$ cat src/rtl/add_sub_serial_param.sv
// Digit-serial adder/subtractor. Operands are loaded (with XOR masks) on accept, processed
// DIGIT bits per cycle LSB-first, with optional pre/post delay states and a ready/done handshake.
module add_sub_serial_param #(
  parameter int               WIDTH      = 16,
  parameter int               DIGIT      = 1,
  parameter logic [WIDTH-1:0] A_MASK     = '0,
  parameter logic [WIDTH-1:0] B_MASK     = '0,
  parameter int               PRE_DELAY  = 1,
  parameter int               POST_DELAY = 1
) (
  input  logic             clk,
  input  logic             rst,
  input  logic             start,
  input  logic             sub,
  input  logic [WIDTH-1:0] a,
  input  logic [WIDTH-1:0] b,
  output logic             ready,
  output logic             done,
  output logic [WIDTH-1:0] out,
  output logic             cout,
  output logic             ovf
);

  localparam int N         = WIDTH / DIGIT;
  localparam int CNT_MAX   = (N > 8) ? N : 8;
  localparam int CW        = $clog2(CNT_MAX + 1);
  localparam int PRE_LAST  = (PRE_DELAY > 0) ? PRE_DELAY - 1 : 0;
  localparam int POST_LAST = (POST_DELAY > 0) ? POST_DELAY - 1 : 0;

  typedef enum logic [2:0] {
    S_IDLE,
    S_PRE,
    S_ADD,
    S_POST,
    S_DONE
  } state_t;

  state_t           state_reg, state_next;
  logic [CW-1:0]    cnt_reg;
  logic [WIDTH-1:0] a_reg, b_reg, out_reg;
  logic             carry_reg, cout_reg, ovf_reg;
  logic             accept;

  // Digit ripple: c[i] is the carry into bit i of the current digit.
  wire [DIGIT:0]   c;
  wire [DIGIT-1:0] dsum;
  assign c[0] = carry_reg;
  for (genvar gi = 0; gi < DIGIT; gi++) begin : g_ripple
    assign dsum[gi]  = a_reg[gi] ^ b_reg[gi] ^ c[gi];
    assign c[gi+1]   = (a_reg[gi] & b_reg[gi]) | (c[gi] & (a_reg[gi] ^ b_reg[gi]));
  end

  wire pre_last  = (cnt_reg == CW'(PRE_LAST));
  wire add_last  = (cnt_reg == CW'(N - 1));
  wire post_last = (cnt_reg == CW'(POST_LAST));

  always_ff @(posedge clk or posedge rst) begin
    if (rst) state_reg <= S_IDLE;
    else     state_reg <= state_next;
  end

  always_comb begin
    state_next = state_reg;
    accept     = 1'b0;
    case (state_reg)
      S_IDLE, S_DONE: begin
        if (start) begin
          accept     = 1'b1;
          state_next = (PRE_DELAY > 0) ? S_PRE : S_ADD;
        end
      end
      S_PRE:   if (pre_last) state_next = S_ADD;
      S_ADD:   if (add_last) state_next = (POST_DELAY > 0) ? S_POST : S_DONE;
      S_POST:  if (post_last) state_next = S_DONE;
      default: state_next = S_IDLE;
    endcase
  end

  always_ff @(posedge clk or posedge rst) begin
    if (rst) begin
      a_reg     <= '0;
      b_reg     <= '0;
      out_reg   <= '0;
      carry_reg <= 1'b0;
      cout_reg  <= 1'b0;
      ovf_reg   <= 1'b0;
      cnt_reg   <= '0;
    end else if (accept) begin
      // Subtraction is a + ~b + 1: the +1 enters as the initial carry.
      a_reg     <= a ^ A_MASK;
      b_reg     <= sub ? ~(b ^ B_MASK) : (b ^ B_MASK);
      carry_reg <= sub;
      out_reg   <= '0;
      cout_reg  <= 1'b0;
      ovf_reg   <= 1'b0;
      cnt_reg   <= '0;
    end else begin
      case (state_reg)
        S_PRE:  cnt_reg <= pre_last ? '0 : cnt_reg + CW'(1);
        S_POST: cnt_reg <= post_last ? '0 : cnt_reg + CW'(1);
        S_ADD: begin
          out_reg   <= (out_reg >> DIGIT) | (WIDTH'(dsum) << (WIDTH - DIGIT));
          a_reg     <= a_reg >> DIGIT;
          b_reg     <= b_reg >> DIGIT;
          carry_reg <= c[DIGIT];
          cnt_reg   <= add_last ? '0 : cnt_reg + CW'(1);
          if (add_last) begin
            cout_reg <= c[DIGIT];
            ovf_reg  <= c[DIGIT-1] ^ c[DIGIT];
          end
        end
        default: ;
      endcase
    end
  end

  assign ready = (state_reg == S_IDLE) || (state_reg == S_DONE);
  assign done  = (state_reg == S_DONE);
  assign out   = out_reg;
  assign cout  = cout_reg;
  assign ovf   = ovf_reg;

endmodule

$ cat config.mk
export PLATFORM = sky130hd
export DESIGN_NAME = add_sub_serial_param
export DESIGN_NICKNAME = d
export VERILOG_FILES = /design/src/rtl/add_sub_serial_param.sv
export SDC_FILE = /design/constraint.sdc
export NUM_CORES = 1
export LEC_CHECK = 0
export ABC_CLOCK_PERIOD_IN_PS = 2000
export CORE_UTILIZATION = 46
export CTS_CLUSTER_DIAMETER = 150
export DETAILED_ROUTE_END_ITERATION = 6
export GPL_ROUTABILITY_DRIVEN = 1
export PLACE_DENSITY = 0.75
export SLEW_MARGIN = 10
export SYNTH_ARGS = -nofsm -noshare
export SYNTH_HDL_FRONTEND = slang
export SYNTH_SLANG_ARGS = --single-unit
$ cat constraint.sdc
create_clock -name clk -period 2 [get_ports clk]
set_input_delay 0.5 -clock clk [delete_from_list [all_inputs] [get_ports clk]]
set_output_delay 0.5 -clock clk [all_outputs]
set_load 0.1 [all_outputs]
==> results_dict.tcl <==
set metrics [dict create \
    status "completed" \
    cp-endpoint "done" \
    setup_violations 0 \
    final-hold-violation-count 0 \
    drv_slew 0 \
    grtUsageMet3_pct 5.49 \
    worstSkewPairLatency_ns 0.33 \
    post_cts_buffers 0 \
    rr_endpoint "cnt_reg[0]$_DFFE_PP0P_" \
    cts_tree "built" \
    grt-busiest-layer "met2" \
    n_fill_cell 468 \
    fin_nets 390 \
    hpwlAfterDp_mm 3.97 \
    power.leakage_nw 1.72 \
    dieWidth_microns 80.0 \
    area_growth_pct 40.6 \
    worstSetupStartpointType "flip-flop" \
    powerDensity_nw_per_um2 1460 \
    worstPathArrival_ns 1.39 \
    worstPathMaxFanout 7 \
    initial_utilization_pct 47.5 \
    clock_skew_ns 0.00945 \
    fin_ws_ns 0.107 \
    fmax_ghz 0.528 \
    required_ns 1.50 \
    synth_cell_types 37 \
    layout-drive-gt1-share_pct 16.7 \
    synth.avg_cell_area_sq_um 9.68 \
    worst_slew_pin_slew_ns 0.479 \
    clockRootBuffer "clkbuf_8" \
    vias_per_cell 5.38 \
    cts_buffer_depth 2 \
    synthTopCellsByArea "dfrtp_1 (53%), nand2_1 (5.6%), a21oi_1 (5.0%), o22ai_1 (4.5%), xor2_1 (4.1%)" \
    fp.coreArea_sq_um 5890 \
    drt_iter0_drc 119 \
    seq_area_sq_um 1480 \
    whs_ns 0.509 \
    slew-limit-headroom_pct 68.0 \
    vias 2306 \
    reg2reg_setup_slack_ns 0.11 \
    cts.repair.resized 0 \
    antennaDiodeCount 0 \
    die_y_microns 80.0 \
    cp-startpoint "state_reg[2]$_DFFE_PP0P_" \
    firstDrtPassIters 4 \
    r2r_start "cnt_reg[0]$_DFFE_PP0P_" \
    fin_area_sq_um 3930 \
    rsz0062_at_grt "false" \
    dpl-instance-area_sq_um 3720 \
    ir_drop_mv 1.07 \
    ys_warn_count 0 \
    yosys.area.top_type "dfrtp_1" \
    crit_type "reg2out" \
    io_pins 56 \
    syn-num-nets 330 \
    grt_pass1_vias 2188 \
    grt_max_degree 37 \
    hold_buffers 0 \
    hp-class "reg2reg" \
    grt_use_total_pct 20.8 \
    grt_overflow 0 \
    max_cap_violations 0 \
    clkTransAtPathRegs_ns 0.07 \
    cts_buffers 9 \
    finalWorstPathRequiredPeriod_ns 1.89 \
    reg2reg_depth 7 \
    place_ws_ns 0.0296 \
    synthCells 289 \
    yosysTopAreaCellShare_pct 52.8 \
    netlist_area_sq_um 2800 \
    grtUsageMet2_pct 33.1 \
    clkSinkCount 59 \
    die-area_sq_um 6400 \
    row_count 28 \
    grt_pass1_wl_mm 10.1 \
    drt-total-wl_mm 5.86 \
    ant_nets 0 \
    multi_input_area_sq_um 1180 \
    portBuffers 55 \
    utilization_pct 66.8 \
    wl_per_cell_microns 13.7 \
    period_share_pct 94.6 \
    antenna_found_initial 0 \
    ctsHtreeMaxLevel 3 \
    use_met1_pct 27.3 \
    ys_seq_elements 59 \
    ys_seq_area_share_pct 52.8 \
    crit_path_end_kind "output port" \
    gp_congestion 0.782 \
    drc_errors 0 \
]
synthesized netlist by cell type:
cell type  count
dfrtp_1       59
nand2_1       42
a21oi_1       28
nor2_1        23
inv_1         20
o22ai_1       20
xor2_1        13
nor3_1        10
buf_1          9
a22o_1         6
buf_2          6
clkbuf_1       6
xnor2_1        6
a31oi_1        5
a221o_1        4
ha_1           4
o21ai_0        4
a22oi_1        3
nand3_1        2
or3b_1         2
a2111oi_4      1
a211oi_1       1
a32o_1         1
and3b_1        1
and4bb_2       1
fa_1           1
mux2_1         1
mux2i_1        1
nand4_1        1
nor2_2         1
nor3b_1        1
nor3b_2        1
nor4b_2        1
o21ba_2        1
o41ai_1        1
or3_1          1
or4b_1         1
per-stage QoR:
stage,std cells,total power [W],setup TNS (ns)
2_1_floorplan,289,0.00375,-0.310
3_3_place_gp,413,0.00450,0
3_5_place_dp,413,0.00460,0
4_1_cts,429,0.00579,0
5_1_grt,429,0.00616,0
6_report,429,0.00576,0
cell usage in the layout, fill, tap and decap left out, types with 3 or more instances in the layout:
cell,instances
a221o_1,4
a21oi_1,28
o21ai_0,4
o22ai_1,20
nand2_1,42
xor2_1,13
clkbuf_8,9
nor2_1,22
ha_1,4
dfrtp_1,59
nor3_1,9
buf_4,12
a31oi_1,5
buf_12,23
xnor2_1,6
a22oi_1,3
a22o_1,6
clkdlybuf4s50_1,35
inv_1,19
critical path: stages, from the launching register on:
cell	delay [ns]
dfrtp_1	0.35
buf_4	0.16
inv_1	0.08
nor3_2	0.25
buf_12	0.21
final cells by class:
| cell class | count | share of cell area, % |
|---|---|---|
| clock buffer | 11 | 3.34 |
| clock inverter | 5 | 1.97 |
| inverter | 20 | 1.91 |
| multi-input combinational | 189 | 30.0 |
| sequential | 59 | 37.5 |
| tap | 75 | 2.39 |
| timing repair buffer | 70 | 22.9 |
power breakdown:
part           internal [W]  switching [W]
Sequential          0.00164       0.000339
Clock              0.000698       0.000466
Combinational       0.00109        0.00152
layer usage:
layer	up-vias	wire length [microns]
met2	60	2810
met3	7	279
met1	1119	2700
met5	-	0
li1	1120	-
met4	0	67
kinds of logic after synthesis:
group / Yosys count / share of synthesized area (%)
simple gates: 88 / 14.5
compound gates: 75 / 17.7
mux: 2 / 0.760
buf+inv: 41 / 5.77
xor+xnor: 19 / 5.95
fa+ha+maj: 5 / 2.50
flops: 59 / 52.8
worst min path at each step:
stage,depth (start not counted),end,slack [ns],startpoint
finish,2,a_reg[10]$_DFFE_PP0P_,0.51,a_reg[10]$_DFFE_PP0P_
global route,1,b_reg[14]$_DFFE_PP0P_,0.53,b_reg[14]$_DFFE_PP0P_
CTS,2,b_reg[10]$_DFFE_PP0P_,0.51,rst
detailed placement,1,a_reg[15]$_DFFE_PP0P_,0.49,a_reg[15]$_DFFE_PP0P_
global placement,1,a_reg[15]$_DFFE_PP0P_,0.49,a_reg[15]$_DFFE_PP0P_
floorplan,1,a_reg[15]$_DFFE_PP0P_,0.47,a_reg[15]$_DFFE_PP0P_
No activity file was read; power rests on OpenSTA's default activity.
